**src/rtl/data_mem_arbiter.sv**
```systemverilog
// Data memory port arbiter between the pipeline MEM stage (core) and a debug/loader host.
// Core wins by default; debug takes idle slots, a starvation-forced slot, or the whole port while halted.
module data_mem_arbiter #(
   parameter int DATA_W   = 8,
   parameter int ADDR_W   = 5,
   parameter int MAX_WAIT = 4
) (
   input  logic              clk,
   input  logic              rst_n,
   input  logic              core_req,
   input  logic              core_we,
   input  logic [ADDR_W-1:0] core_addr,
   input  logic [DATA_W-1:0] core_wdata,
   output logic [DATA_W-1:0] core_rdata,
   output logic              core_stall,
   input  logic              dbg_req,
   input  logic              dbg_we,
   input  logic [ADDR_W-1:0] dbg_addr,
   input  logic [DATA_W-1:0] dbg_wdata,
   output logic              dbg_gnt,
   output logic [DATA_W-1:0] dbg_rdata,
   output logic              dbg_rvalid,
   input  logic              dbg_halt_req,
   output logic              dbg_halt_ack,
   output logic              mem_write_enable,
   output logic [ADDR_W-1:0] mem_read_addr,
   output logic [ADDR_W-1:0] mem_write_addr,
   output logic [DATA_W-1:0] mem_write_data,
   input  logic [DATA_W-1:0] mem_read_data
);

   localparam logic [0:0] ST_RUN  = 1'b0;
   localparam logic [0:0] ST_HALT = 1'b1;
   localparam logic [3:0] MAX_WAIT_C = 4'(MAX_WAIT);

   logic [0:0]        state_reg, state_next;
   logic [3:0]        wait_cnt_reg, wait_cnt_next;
   logic [DATA_W-1:0] dbg_rdata_reg, dbg_rdata_next;
   logic              dbg_rvalid_reg, dbg_rvalid_next;

   logic halted;
   logic forced_slot;
   logic core_owns;
   logic dbg_owns;

   // Ownership is decided fresh every cycle; nobody owns the port while reset is held.
   always_comb begin
      halted      = (state_reg == ST_HALT);
      forced_slot = !halted && core_req && dbg_req && (wait_cnt_reg == MAX_WAIT_C);
      core_owns   = 1'b0;
      dbg_owns    = 1'b0;
      if (rst_n) begin
         if (halted) begin
            dbg_owns = dbg_req;
         end else if (forced_slot) begin
            dbg_owns = 1'b1;
         end else if (core_req) begin
            core_owns = 1'b1;
         end else begin
            dbg_owns = dbg_req;
         end
      end
   end

   genvar gi;
   generate
      for (gi = 0; gi < ADDR_W; gi++) begin : g_addr_mux
         assign mem_read_addr[gi]  = (core_owns & core_addr[gi]) | (dbg_owns & dbg_addr[gi]);
         assign mem_write_addr[gi] = (core_owns & core_addr[gi]) | (dbg_owns & dbg_addr[gi]);
      end
      for (gi = 0; gi < DATA_W; gi++) begin : g_data_mux
         assign mem_write_data[gi] = (core_owns & core_wdata[gi]) | (dbg_owns & dbg_wdata[gi]);
      end
   endgenerate

   assign mem_write_enable = (core_owns & core_we) | (dbg_owns & dbg_we);
   assign dbg_gnt          = dbg_owns;
   assign core_stall       = rst_n & (halted ? core_req : forced_slot);
   assign dbg_halt_ack     = rst_n & halted;
   assign core_rdata       = mem_read_data;
   assign dbg_rdata        = dbg_rdata_reg;
   assign dbg_rvalid       = dbg_rvalid_reg;

   always_comb begin
      state_next      = state_reg;
      wait_cnt_next   = 4'd0;
      dbg_rdata_next  = dbg_rdata_reg;
      dbg_rvalid_next = 1'b0;

      // Halt is only entered on a cycle with no core access in flight.
      if (halted) begin
         if (!dbg_halt_req) state_next = ST_RUN;
      end else if (dbg_halt_req && !core_req) begin
         state_next = ST_HALT;
      end

      if (!halted && dbg_req && !dbg_owns) begin
         wait_cnt_next = (wait_cnt_reg == MAX_WAIT_C) ? wait_cnt_reg : wait_cnt_reg + 4'd1;
      end

      if (dbg_owns && !dbg_we) begin
         dbg_rdata_next  = mem_read_data;
         dbg_rvalid_next = 1'b1;
      end
   end

   always_ff @(posedge clk) begin
      if (!rst_n) begin
         state_reg      <= ST_RUN;
         wait_cnt_reg   <= 4'd0;
         dbg_rdata_reg  <= '0;
         dbg_rvalid_reg <= 1'b0;
      end else begin
         state_reg      <= state_next;
         wait_cnt_reg   <= wait_cnt_next;
         dbg_rdata_reg  <= dbg_rdata_next;
         dbg_rvalid_reg <= dbg_rvalid_next;
      end
   end

endmodule

```
**config.mk**
```make
export PLATFORM = sky130hd
export DESIGN_NAME = data_mem_arbiter
export DESIGN_NICKNAME = d
export VERILOG_FILES = /design/src/rtl/data_mem_arbiter.sv
export SDC_FILE = /design/constraint.sdc
export NUM_CORES = 1
export LEC_CHECK = 0
export BUFFER_PORTS_ARGS = -buffer_cell sky130_fd_sc_hd__buf_2
export CORE_ASPECT_RATIO = 0.9
export CORE_MARGIN = 2
export CORE_UTILIZATION = 43
export CTS_CLUSTER_SIZE = 14
export DETAILED_ROUTE_END_ITERATION = 10
export MAX_ROUTING_LAYER = met4
export PLACE_DENSITY_LB_ADDON = 0.25
export SLEW_MARGIN = 20
export SYNTH_ARGS = -nofsm -noshare
export SYNTH_HDL_FRONTEND = slang
export SYNTH_SLANG_ARGS = --single-unit
export TNS_END_PERCENT = 100
```
**constraint.sdc**
```tcl
create_clock -name clk -period 6.05 [get_ports clk]
set_clock_uncertainty 0.2 [all_clocks]
set_input_delay 0.605 -clock clk [delete_from_list [all_inputs] [get_ports clk]]
set_output_delay 0.605 -clock clk [all_outputs]
set_load 0.05 [all_outputs]
```
# Word-level counts from Yosys, hierarchy flattened
# Index checks and enable logic that the tools add are counted.
[totals] wordCells=75 output_inout_bits=39 reg_bits=14 input_bits=41
[op_classes] mux=13 reduce_logical=12 n_addsub=1 n_eq_ne=1 bitwise=44
[op_table] op="1-bit AND" count=30
[op_table] op="1-bit bitwise OR" count=14
[op_table] op="1-bit 2-to-1 mux" count=13
[op_table] op="1-bit logical AND" count=7
[op_table] op="4-bit by 1-bit adder with 4-bit output (second input constant)" count=1
[op_table] op="4-bit by 3-bit == test with 1-bit output (second input constant)" count=1
[op_table] op="1-bit zero test" count=4
[op_table] op="2-bit AND reduction" count=1

# Logic depth before layout (Yosys ltp)
# Gate-level depths: netlist (run 1).
[logic_depth] ltp_word=10 ltp_mapped=7

# Worst setup path after synthesis (run 1)
# No wires, ideal clock.
[synth_path] path_type="register to output" from="reg wait_cnt_reg[0]" to="out mem_write_addr[1]" t_arrival_ns=2.522 t_required_ns=5.245 n_path_buf=2 path_stages_with_launch=8 setup_slack_ns=2.723 path_cell_list="dfxtp_1 -> inv_1 -> ha_1 -> and4b_4 -> nor2_4 -> buf_4 -> mux2i_1 -> buf_4"
[synth_via] elab_chain_len=7 word_cells_on_any_way=11
[synth_rtl] item="start: declaration" line="37" source="logic [3:0] wait_cnt_reg, wait_cnt_next;"
[synth_rtl] item="start signal: assignment" line="115" source="wait_cnt_reg <= wait_cnt_next;"
[synth_rtl] item="4-bit by 3-bit == test with 1-bit output (*)" line="49" source="forced_slot = !halted && core_req && dbg_req && (wait_cnt_reg == MAX_WAIT_C);"
[synth_rtl] item="1-bit logical AND (*)" line="49"
[synth_rtl] item="1-bit 2-to-1 mux" line="55" source="end else if (forced_slot) begin"
[synth_rtl] item="1-bit 2-to-1 mux" line="53" source="if (halted) begin"
[synth_rtl] item="1-bit 2-to-1 mux" line="52" source="if (rst_n) begin"
[synth_rtl] item="1-bit AND"
[synth_rtl] item="1-bit bitwise OR (*)"
[synth_rtl] item="end: declaration" line="27" source="output logic [ADDR_W-1:0] mem_write_addr,"
# Mark *: on every way between the ends. The rest lies on a longest branch, timed or not.

# Worst setup path in the final report (run 1)
[layout_path] from="reg wait_cnt_reg[0]" to="out mem_read_addr[4]"
[layout_via] elab_chain_len=7 word_cells_on_any_way=11
[layout_rtl] item="4-bit by 3-bit == test with 1-bit output (*)" line="49"
[layout_rtl] item="1-bit logical AND (*)" line="49"
[layout_rtl] item="1-bit 2-to-1 mux" line="55"
[layout_rtl] item="1-bit 2-to-1 mux" line="53"
[layout_rtl] item="1-bit 2-to-1 mux" line="52"
[layout_rtl] item="1-bit AND" line="68" source="assign mem_read_addr[gi] = (core_owns & core_addr[gi]) | (dbg_owns & dbg_addr[gi]);"
[layout_rtl] item="1-bit bitwise OR (*)" line="68"
[layout_rtl] item="end: declaration" line="26" source="output logic [ADDR_W-1:0] mem_read_addr,"
# Marked as above.

==> results of run 1 <==
## cells in the mapped netlist
| library cell | count | area, µm² |
|---|---|---|
| sky130_fd_sc_hd__or3_1 | 8 | 50.1 |
| sky130_fd_sc_hd__xnor2_1 | 1 | 8.76 |
| sky130_fd_sc_hd__o21ai_1 | 1 | 5.00 |
| sky130_fd_sc_hd__nor2b_1 | 1 | 6.26 |
| sky130_fd_sc_hd__nand3b_1 | 1 | 7.51 |
| sky130_fd_sc_hd__buf_4 | 14 | 105 |
| sky130_fd_sc_hd__ha_1 | 2 | 25.0 |
| sky130_fd_sc_hd__mux2i_1 | 14 | 140 |
| sky130_fd_sc_hd__a21oi_1 | 1 | 5.00 |
| sky130_fd_sc_hd__and2_1 | 2 | 12.5 |
| sky130_fd_sc_hd__and3_1 | 2 | 12.5 |
| sky130_fd_sc_hd__buf_2 | 6 | 30.0 |
| sky130_fd_sc_hd__dfxtp_1 | 14 | 280 |
| sky130_fd_sc_hd__nor4_2 | 1 | 12.5 |
| sky130_fd_sc_hd__and4b_4 | 1 | 13.8 |
| sky130_fd_sc_hd__nor3_1 | 3 | 15.0 |
| sky130_fd_sc_hd__buf_6 | 1 | 11.3 |
| sky130_fd_sc_hd__inv_1 | 3 | 11.3 |
| sky130_fd_sc_hd__o211a_1 | 1 | 10.0 |
| sky130_fd_sc_hd__nand2b_1 | 1 | 6.26 |
| sky130_fd_sc_hd__nand3_1 | 1 | 5.00 |
| sky130_fd_sc_hd__clkbuf_1 | 5 | 18.8 |
| sky130_fd_sc_hd__nor2_1 | 3 | 11.3 |
| sky130_fd_sc_hd__o211ai_1 | 9 | 67.6 |
| sky130_fd_sc_hd__o2111ai_1 | 8 | 70.1 |
| sky130_fd_sc_hd__nand2_1 | 37 | 139 |
| sky130_fd_sc_hd__or2_4 | 1 | 8.76 |
| sky130_fd_sc_hd__nor2_4 | 1 | 11.3 |
## path summary, 6_finish.rpt
| path | start | endpoint | slack (ps) | cells past startpoint |
|---|---|---|---|---|
| setup / recovery | wait_cnt_reg[0]$_SDFFE_PN0P_ | mem_read_addr[4] | 2940 | 6 |
| hold reg to reg | dbg_rdata[7]$_SDFFE_PN0P_ | dbg_rdata[7]$_SDFFE_PN0P_ | 300 | 2 |
| hold / removal | dbg_rdata[7]$_SDFFE_PN0P_ | dbg_rdata[7]$_SDFFE_PN0P_ | 300 | 2 |
| setup reg to reg | wait_cnt_reg[0]$_SDFFE_PN0P_ | wait_cnt_reg[1]$_SDFFE_PN0P_ | 4120 | 5 |
## worst min-delay path: stages, from the launching register on
cell and delay (ps):
sky130_fd_sc_hd__dfxtp_1 320, sky130_fd_sc_hd__nand2_1 60, sky130_fd_sc_hd__o211ai_1 80
## power by group through the flow
stage / Clock (mW) / Sequential, mW / Combinational [mW]
detailed placement: 0 / 0.101 / 0.115
global placement: 0 / 0.100 / 0.113
CTS: 0.0722 / 0.0986 / 0.115
global route: 0.0760 / 0.0990 / 0.121
floorplan: 0 / 0.113 / 0.0788
finish: 0.0694 / 0.0986 / 0.115
## cell families (layout without fill, tap and decap cells)
kind of cell | Yosys count | count (layout)
flip-flops | 14 | 14
adder cells (fa/ha/maj) | 2 | 2
AO/OA/AOI/OAI | 20 | 20
buffers and inverters | 29 | 86
multiplexers | 14 | 14
AND/OR/NAND/NOR | 63 | 63
XOR/XNOR | 1 | 1
## final cells by class
class                   instances  area (µm²)
clock buffers                   4        36.3
flip-flops and latches         14         280
inverters                       3        11.3
fillers                       230        1040
multi-input cells             100         643
well taps                      28        35.0
repair buffers                 79         395
## layer usage
metal | vias up | share of wire (%) | GRT usage (%)
li1 | 599 | - | -
met1 | 548 | 44 | 22.6
met2 | 27 | 52 | 30.7
met3 | 3 | 3.9 | 5.47
met4 | 0 | 0.28 | 6.20
met5 | - | 0 | -
## per-stage QoR
stage / setup WS [ps] / std cells / power, mW
floorplan: 2720 / 143 / 0.192
global placement: 3110 / 224 / 0.214
detailed placement: 3040 / 224 / 0.215
CTS: 2930 / 228 / 0.286
global route: 2780 / 228 / 0.296
finish: 2940 / 228 / 0.283
## cells in the final DEF, fill, tap and decap left out, drive strengths merged, types with 4 or more instances in the layout
cell type / instances
or3: 8
nand2: 37
dfxtp: 14
mux2i: 14
clkbuf: 4
buf: 79
o2111ai: 8
nor2: 4
o211ai: 9
==> PnR_summary.wiki, run 1 <==
{| class="wikitable"
! Metric !! Value
|-
| Number of instances resized during post-cts repair || 0
|-
| Peak Freq || 321 MHz
|-
| Minimum clock period || about 3100 ps
|-
| Post-Synth XOR/XNOR Area || less than 1%
|-
| Number of DRC violations after detailed routing || 0
|-
| Maximum vdd drop || about 0.16 mV
|-
| Startpoint type of the worst setup path || flop
|-
| Via count || approximately 1,200
|-
| Die width || between 50 and 60 µm
|-
| Unrepaired setup endpoints after global routing || false
|-
| Maximum capacitance violations || 0
|-
| Power share of the sequential group || 34.9%
|-
| Switching part of the total || a little over two fifths
|-
| Power density relative to cell area || a little over 200 nW/µm²
|-
| Sinks on Clock Net || 14
|-
| Relative slew slack || 33.5%
|-
| Measured slew at the worst slew-check pin || 995 ps
|-
| Data required, critical path || around 5200 ps
|-
| Share of total power in the clock network || between 20% and 30%
|-
| Total number of H-tree levels || 1
|-
| Clock tree from TritonCTS || built
|-
| Library cells used by synthesis || 28
|-
| Initial drt markers || 45
|-
| Number of setup violations in the final report || 0
|-
| Arr. time, crit path || about 2300 ps
|-
| P_int || 0.163 mW
|-
| Critical path buffer and inverter count || 2
|-
| Wirelength per Cell || 12.4 µm
|-
| Total count of hold-check failures in the final report || 0
|-
| Core Region || approximately 2400 µm²
|-
| Final count of pins violating max slew || 0
|-
| Largest family of logic cells by synthesized area || simple AND/OR/NAND/NOR gates
|-
| Initial core utilization || 45.0%
|-
| Compound-gate portion of the synthesized area || 14.3%
|-
| Via density per instance || between 5 and 6
|-
| Global placer's final weighted congestion || roughly 0.75
|-
| Final setup TNS || 0 ps
|-
| Area added between synthesis and finish || 27.4%
|-
| Share of synthesized area spent on multiplexers || between 10% and 20%
|-
| Worst hold margin || just over 300 ps
|-
| Post-synthesis instance area || around 1100 µm²
|-
| Flip-flop count of the largest register, all copies and words added || 8
|-
| Worst path max stage delay || roughly 460 ps
|-
| Grt total ovfl || 0
|-
| Cell-by-cell listing of the critical path || inv_1, ha_1, and4b_4, nor2_4, mux2i_1, buf_2
|-
| Fraction of layout cells with a size suffix above 1 || 43.5%
|-
| Slowest CP cell || sky130_fd_sc_hd__nor2_4
|-
| Post-synthesis share of cell area spent on full adders, half adders and majority gates || ~2.3%
|-
| Cell family contributing the most delay on the critical path || simple AND/OR/NAND/NOR gates
|-
| Initial DRT Pass Iterations || 4
|-
| Global-route wire length before repair || 4.32 mm
|-
| Total of flip-flops plus latches after synthesis || 14
|-
| Total clock buffers created by CTS || 3
|-
| Initial antenna violation count || 0
|-
| Synth Area per Inst || 7.69 µm²
|-
| Combinational share of power || 40.5%
|-
| Cell area after layout || ~1400 µm²
|-
| Post-CTS Hold Buffers || 0
|-
| Simple-gate portion of the synthesized area || 28.3%
|-
| Part of the Yosys area used for sequential elements || between 20% and 30%
|-
| GRT Overall Usage || around a fifth
|-
| Cell at the root of the clock tree || sky130_fd_sc_hd__clkbuf_4
|-
| Die Y-Extent || 52.0 µm
|-
| Utilization after layout || about 57%
|-
| Buffer levels on the longest clock path || 2
|-
| Critical setup path kind || reg -> out
|-
| Inserted Diodes || 0
|-
| Number of instances in the synthesized netlist || 143
|-
| Area of the die || 2980 µm²
|-
| Fraction of the cycle the final worst path needs || 51.5%
|-
| Critical Path Fanout Max || 20
|-
| Clock latency of the later-clocked register in the worst-skew pair || approximately 290 ps
|-
| Static leakage || between 0.7 and 0.8 nW
|-
| Total routed wirelength || 2.82 mm
|-
| Dpl cell area || ~1400 µm²
|-
| Outcome || finished clean
|-
| Net switching power figure || 0.119 mW
|-
| Setup Buffers After CTS || 0
|-
| Net count, final || about 240
|-
| ANT nets after route || 0
|-
| Warnings from Yosys || 0
|-
| Worst hold path class || reg -> reg
|-
| Detailed placer's ending HPWL || 2.17 mm
|-
| Quantity of I/O buffers inserted on ports || 79
|-
| Total I/O pin count || 80
|-
| Clk pin slew, worst setup/hold paths || around 90 ps
|-
| Maximum number of pins on one net before global-route repair || 36
|-
| Via count of the first global-routing pass || 1,061
|-
| Post-synthesis net count || 186
|-
| Crit path capture type || output port
|-
| Std-Cell Rows || 17
|}
No activity file was read; power rests on OpenSTA's default activity.
==> run 2: changes to the inputs <==
CORE_UTILIZATION = 40   (was 43)
clock period = 3.2 ns   (was 6.05 ns; I/O delays follow)
==> PnR_summary.wiki, run 2 (synthesized netlist as in run 1, its figures left out) <==
{| class="wikitable"
! Metric !! Value
|-
| Core Region || 2680 µm² (was 2450 µm²)
|-
| Overall power consumption || 0.538 mW (was 0.283 mW)
|-
| Via count || 1,184 (was 1,177)
|-
| Via density per instance || 5.13 (was 5.16)
|-
| Fraction of the cycle the final worst path needs || between 80% and 90%
|-
| Total clock buffers created by CTS || 3 (unchanged)
|-
| Grt total ovfl || 0 (unchanged)
|-
| Inserted Diodes || 0 (unchanged)
|-
| Quantity of I/O buffers inserted on ports || 79 (unchanged)
|-
| Number of setup violations in the final report || 0 (unchanged)
|-
| Final count of pins violating max slew || 0 (unchanged)
|-
| Global placer's final weighted congestion || 0.681 (was 0.749)
|-
| Dpl cell area || 1380 µm² (was 1370 µm²)
|-
| Global-route wire length before repair || 4.22 mm (was 4.32 mm)
|-
| Total routed wirelength || 2.87 mm (was 2.82 mm)
|-
| Number of DRC violations after detailed routing || 0 (unchanged)
|-
| Std-Cell Rows || 18 (was 17)
|-
| Outcome || finished clean (unchanged)
|-
| Post-CTS Hold Buffers || 0 (unchanged)
|-
| Relative slew slack || 34.7% (was 33.5%)
|-
| Storage cell area || 280 µm² (unchanged)
|-
| Wirelength per Cell || 12.4 µm (about the same)
|-
| Data required, critical path || 2680 ps (was 5240 ps)
|-
| Critical path buffer and inverter count || 2 (unchanged)
|-
| Detailed placer's ending HPWL || 2.20 mm (was 2.17 mm)
|-
| Flip-flop count of the largest register, all copies and words added || 8 (unchanged)
|-
| Setup Buffers After CTS || 0 (unchanged)
|-
| Total number of H-tree levels || 1 (unchanged)
|-
| Total of fill cells in the finished design || 276 (was 230)
|-
| Static leakage || 0.732 nW (was 0.727 nW)
|-
| Clock latency of the later-clocked register in the worst-skew pair || 290 ps (about the same)
|-
| ANT nets after route || 0 (unchanged)
|-
| Power density relative to cell area || 381 nW/µm² (was 202 nW/µm²)
|-
| Post-route insts no fill || 231 (was 228)
|-
| Measured slew at the worst slew-check pin || 977 ps (was 995 ps)
|-
| Initial antenna violation count || 0 (unchanged)
|-
| Worst path max stage delay || 470 ps (was 460 ps)
|-
| Minimum clock period || around 2900 ps
|-
| Initial DRT Pass Iterations || 4 (unchanged)
|-
| Number of cells in the design after placement || 227 (was 224)
|-
| Cell family contributing the most delay on the critical path || simple AND/OR/NAND/NOR gates (unchanged)
|-
| Total count of hold-check failures in the final report || 0 (unchanged)
|-
| Clock tree from TritonCTS || built (unchanged)
|-
| Critical setup path kind || reg -> out (unchanged)
|-
| Initial core utilization || 41.0% (was 45.0%)
|-
| GRT Overall Usage || 17.6% (was 18.9%)
|-
| Total I/O pin count || 80 (unchanged)
|-
| Via count of the first global-routing pass || 956 (was 1,061)
|-
| Number of instances resized during post-cts repair || 0 (unchanged)
|-
| Initial drt markers || 31 (was 45)
|-
| Die width || 59.3 µm (was 57.3 µm)
|-
| Crit path capture type || output port (unchanged)
|-
| Slowest CP cell || sky130_fd_sc_hd__nor2_4 (unchanged)
|-
| Cell area after layout || 1410 µm² (was 1400 µm²)
|-
| Startpoint type of the worst setup path || flop (unchanged)
|-
| Unrepaired setup endpoints after global routing || false (unchanged)
|-
| Peak Freq || 350 MHz
|-
| Area added between synthesis and finish || 28.3% (was 27.4%)
|-
| Worst hold path class || in -> reg (was reg -> reg)
|-
| Cell-by-cell listing of the critical path || inv_1, ha_1, and4b_4, nor2_4, mux2i_1, buf_2 (unchanged)
|-
| Critical Path Fanout Max || 20 (unchanged)
|-
| Maximum number of pins on one net before global-route repair || 35 (was 36)
|-
| Commonest cells after routing, fill and taps aside || sky130_fd_sc_hd__buf_2, sky130_fd_sc_hd__nand2_1, sky130_fd_sc_hd__mux2i_1, sky130_fd_sc_hd__dfxtp_1, sky130_fd_sc_hd__o211ai_1 (unchanged)
|-
| Area of the multi-input gates || 643 µm² (unchanged)
|-
| Net count, final || 245 (was 244)
|-
| Arr. time, crit path || 2340 ps (was 2310 ps)
|-
| Sinks on Clock Net || 14 (unchanged)
|-
| Clk pin slew, worst setup/hold paths || 90 ps (about the same)
|-
| Final setup TNS || 0 ps (unchanged)
|-
| Area of the die || 3190 µm² (was 2980 µm²)
|-
| Fraction of layout cells with a size suffix above 1 || 43.8% (was 43.5%)
|-
| Cell at the root of the clock tree || sky130_fd_sc_hd__clkbuf_4 (unchanged)
|-
| Most common cell after layout, fill and taps aside || sky130_fd_sc_hd__buf_2 (unchanged)
|-
| Maximum vdd drop || 0.185 mV (was 0.160 mV)
|-
| Buffer levels on the longest clock path || 2 (unchanged)
|-
| Die Y-Extent || 53.7 µm (was 52.0 µm)
|-
| Maximum capacitance violations || 0 (unchanged)
|}
## run 2: cell count changes in the layout (fill, tap and decap cells not counted)
cell and delta:
sky130_fd_sc_hd__buf_4 +1
## run 2: worst paths after layout
check	end	slack (ps)	cells after the start	start
hold / removal	dbg_rvalid$_SDFF_PN0_	30	2	dbg_we
setup / recovery	mem_write_addr[3]	340	6	wait_cnt_reg[0]$_SDFFE_PN0P_
setup reg to reg	wait_cnt_reg[1]$_SDFFE_PN0P_	1270	5	wait_cnt_reg[0]$_SDFFE_PN0P_
hold reg to reg	dbg_rdata[1]$_SDFFE_PN0P_	300	2	dbg_rdata[1]$_SDFFE_PN0P_
## run 2: report_power, final
part	switching (mW)	total [mW]	internal, mW	leakage, nW
Sequential	0.00396	0.186	0.182	0.114
Clock	0.0644	0.134	0.0694	0.0210
Combinational	0.161	0.219	0.0580	0.597
## run 2: layout make-up
cell class / instances / area share [%]
clock buffers: 4 / 2.57
inverters: 3 / 0.798
well taps: 30 / 2.66
flip-flops and latches: 14 / 19.9
multi-input cells: 100 / 45.6
repair buffers: 80 / 28.5
## run 2: through the flow
stage | utilization [%] | hold slack [ps] | setup WS, ps
2_1_floorplan | - | 199 | 158
3_3_place_gp | 51.3 | 284 | 767
3_5_place_dp | 51.3 | 290 | 683
4_1_cts | 52.7 | 24.2 | 344
5_1_grt | 52.7 | 27.5 | 202
6_report | 52.7 | 31.8 | 344
## run 2: routing by layer
layer | share of wire [%] | wire length (µm) | GRT usage (%) | vias to the layer above
met5 | 0 | 0 | - | -
met4 | 0.49 | 14 | 2.65 | 0
met3 | 3.9 | 111 | 5.05 | 3
met2 | 51 | 1460 | 28.4 | 30
met1 | 45 | 1290 | 22.4 | 551
li1 | - | - | - | 600
==> run 3: changes to the inputs <==
CORE_MARGIN = 4   (was 2)
==> PnR_summary.wiki, run 3 (synthesized netlist as in run 1, its figures left out) <==
{| class="wikitable"
! Metric !! Value
|-
| Outcome || finished clean (unchanged)
|-
| ANT nets after route || 0 (unchanged)
|-
| Power share of the sequential group || 34.5% (was 34.6%)
|-
| P_int || 0.309 mW (was 0.310 mW)
|-
| Clock tree from TritonCTS || built (unchanged)
|-
| Flip-flop count of the largest register, all copies and words added || 8 (unchanged)
|-
| Clk pin slew, worst setup/hold paths || 100 ps (was 90 ps)
|-
| Startpoint type of the worst setup path || flop (unchanged)
|-
| Number of cells in the design after placement || 225 (was 227)
|-
| Critical path buffer and inverter count || 2 (unchanged)
|-
| Worst hold stages || 2 (unchanged)
|-
| Initial antenna violation count || 0 (unchanged)
|-
| Cell at the root of the clock tree || sky130_fd_sc_hd__clkbuf_4 (unchanged)
|-
| Number of DRC violations after detailed routing || 0 (unchanged)
|-
| Via count of the first global-routing pass || 1,199 (was 956)
|-
| Worst path max stage delay || 460 ps (was 470 ps)
|-
| Power density relative to cell area || 383 nW/µm² (was 381 nW/µm²)
|-
| Combinational share of power || 40.4% (was 40.6%)
|-
| Post-CTS Hold Buffers || 0 (unchanged)
|-
| Maximum capacitance violations || 0 (unchanged)
|-
| Final setup TNS || 0 ps (unchanged)
|-
| Worst hold path class || in -> reg (unchanged)
|-
| GRT Overall Usage || 17.2% (was 17.6%)
|-
| Most common cell after layout, fill and taps aside || sky130_fd_sc_hd__buf_2 (unchanged)
|-
| Clock latency of the later-clocked register in the worst-skew pair || 290 ps (about the same)
|-
| Net count, final || 245 (unchanged)
|-
| Area of the die || 3650 µm² (was 3190 µm²)
|-
| Inserted Diodes || 0 (unchanged)
|-
| Register-to-Register Path Depth || 5 (unchanged)
|-
| Global placer's final weighted congestion || 0.764 (was 0.681)
|-
| Critical Path Fanout Max || 20 (unchanged)
|-
| Setup Buffers After CTS || 0 (unchanged)
|-
| Total clock buffers created by CTS || 3 (unchanged)
|-
| Commonest cells after routing, fill and taps aside || sky130_fd_sc_hd__buf_2, sky130_fd_sc_hd__nand2_1, sky130_fd_sc_hd__mux2i_1, sky130_fd_sc_hd__dfxtp_1, sky130_fd_sc_hd__o211ai_1 (unchanged)
|-
| Fraction of layout cells with a size suffix above 1 || 43.8% (unchanged)
|-
| Detailed placer's ending HPWL || 2.42 mm (was 2.20 mm)
|-
| Share of total power in the clock network || 25.1% (was 24.8%)
|-
| Number of instances resized during post-cts repair || 0 (unchanged)
|-
| Crit path capture type || output port (unchanged)
|-
| Post-route insts no fill || 229 (was 231)
|-
| Final count of pins violating max slew || 0 (unchanged)
|-
| Total I/O pin count || 80 (unchanged)
|-
| Die width || 63.3 µm (was 59.3 µm)
|-
| Number of setup violations in the final report || 0 (unchanged)
|-
| Cell family contributing the most delay on the critical path || simple AND/OR/NAND/NOR gates (unchanged)
|-
| Maximum vdd drop || 0.283 mV (was 0.185 mV)
|-
| Arr. time, crit path || 2340 ps (about the same)
|-
| Number of cells on the critical path || 6 (unchanged)
|-
| Via count || 1,173 (was 1,184)
|-
| Relative slew slack || 33.9% (was 34.7%)
|-
| Peak Freq || 350 MHz (about the same)
|-
| Static leakage || 0.732 nW (unchanged)
|-
| Slowest CP cell || sky130_fd_sc_hd__nor2_4 (unchanged)
|-
| Unrepaired setup endpoints after global routing || false (unchanged)
|-
| Data required, critical path || 2680 ps (about the same)
|-
| Quantity of I/O buffers inserted on ports || 79 (unchanged)
|-
| Cell-by-cell listing of the critical path || inv_1, ha_1, and4b_4, nor2_4, mux2i_1, buf_2 (unchanged)
|-
| Initial DRT Pass Iterations || 4 (unchanged)
|-
| Std-Cell Rows || 17 (was 18)
|-
| Place WS || 672 ps (was 683 ps)
|-
| Wirelength per Cell || 13.4 µm (was 12.4 µm)
|-
| Global-route wire length before repair || 5.06 mm (was 4.22 mm)
|-
| Minimum clock period || 2860 ps (about the same)
|-
| Net switching power figure || 0.230 mW (was 0.229 mW)
|-
| Critical setup path kind || reg -> out (unchanged)
|-
| Buffer levels on the longest clock path || 2 (unchanged)
|-
| Total count of hold-check failures in the final report || 0 (unchanged)
|-
| Initial drt markers || 41 (was 31)
|-
| Core Region || 2530 µm² (was 2680 µm²)
|-
| Setup ws final || 339 ps (was 344 ps)
|-
| Via density per instance || 5.12 (was 5.13)
|-
| Total routed wirelength || 3.08 mm (was 2.87 mm)
|-
| Fraction of the cycle the final worst path needs || 89.4% (was 89.2%)
|-
| Total number of H-tree levels || 1 (unchanged)
|-
| Area added between synthesis and finish || 28.1% (was 28.3%)
|-
| Die Y-Extent || 57.7 µm (was 53.7 µm)
|-
| Switching part of the total || 42.6% (was 42.5%)
|-
| Measured slew at the worst slew-check pin || 990 ps (was 977 ps)
|-
| Sinks on Clock Net || 14 (unchanged)
|-
| Maximum number of pins on one net before global-route repair || 35 (unchanged)
|-
| Grt total ovfl || 0 (unchanged)
|-
| Total of fill cells in the finished design || 262 (was 276)
|-
| Initial core utilization || 43.5% (was 41.0%)
|}
## run 3: cell counts in the layout (fill, tap and decap cells not counted)
Identical to the previous run, type by type.
## run 3: power groups by stage
stage,Sequential [mW],Combinational (mW),Clock (mW)
6_report,0.186,0.218,0.135
5_1_grt,0.188,0.232,0.148
4_1_cts,0.186,0.219,0.136
3_5_place_dp,0.190,0.219,0
3_3_place_gp,0.190,0.216,0
2_1_floorplan,0.214,0.149,0
## run 3: stage by stage
step	hold slack [ps]	area (µm²)	power, mW	utilization, %
after CTS	25.6	1410	0.541	55.7
after detailed placement	291	1370	0.409	54.2
final	24.3	1410	0.539	55.7
after global routing	10.7	1410	0.568	55.7
after floorplan	199	1100	0.363	-
after global placement	286	1370	0.406	54.2
## run 3: path summary, 6_finish.rpt
kind / startpoint / endpoint / slack, ps
max reg2reg: wait_cnt_reg[0]$_SDFFE_PN0P_ / wait_cnt_reg[1]$_SDFFE_PN0P_ / 1280
min: dbg_we / dbg_rvalid$_SDFF_PN0_ / 20
min reg2reg: dbg_rdata[0]$_SDFFE_PN0P_ / dbg_rdata[0]$_SDFFE_PN0P_ / 300
max: wait_cnt_reg[0]$_SDFFE_PN0P_ / mem_read_addr[3] / 340
## run 3: cell type report
class	instances	area, µm²	area share (%)
Sequential cell	14	280	19.9
Multi-Input combinational cell	100	643	45.6
Timing Repair Buffer	80	403	28.6
Tap cell	28	35.0	2.49
Inverter	3	11.3	0.799
Clock buffer	4	36.3	2.58
## run 3: per-layer routing
metal / GRT usage [%] / routed length [µm] / vias to the layer above / part of all wire [%]
met5: - / 0 / - / 0
li1: - / - / 605 / -
met4: 3.08 / 51 / 0 / 1.7
met2: 31.7 / 1650 / 29 / 54
met3: 5.23 / 112 / 7 / 3.6
met1: 18.5 / 1260 / 532 / 41
## run 3: worst register-to-register path, stage by stage, from the launching register on
cell	delay, ps
sky130_fd_sc_hd__dfxtp_1	400
sky130_fd_sc_hd__inv_1	60
sky130_fd_sc_hd__ha_1	240
sky130_fd_sc_hd__and4b_4	270
sky130_fd_sc_hd__nor2_4	460
sky130_fd_sc_hd__and3_1	230
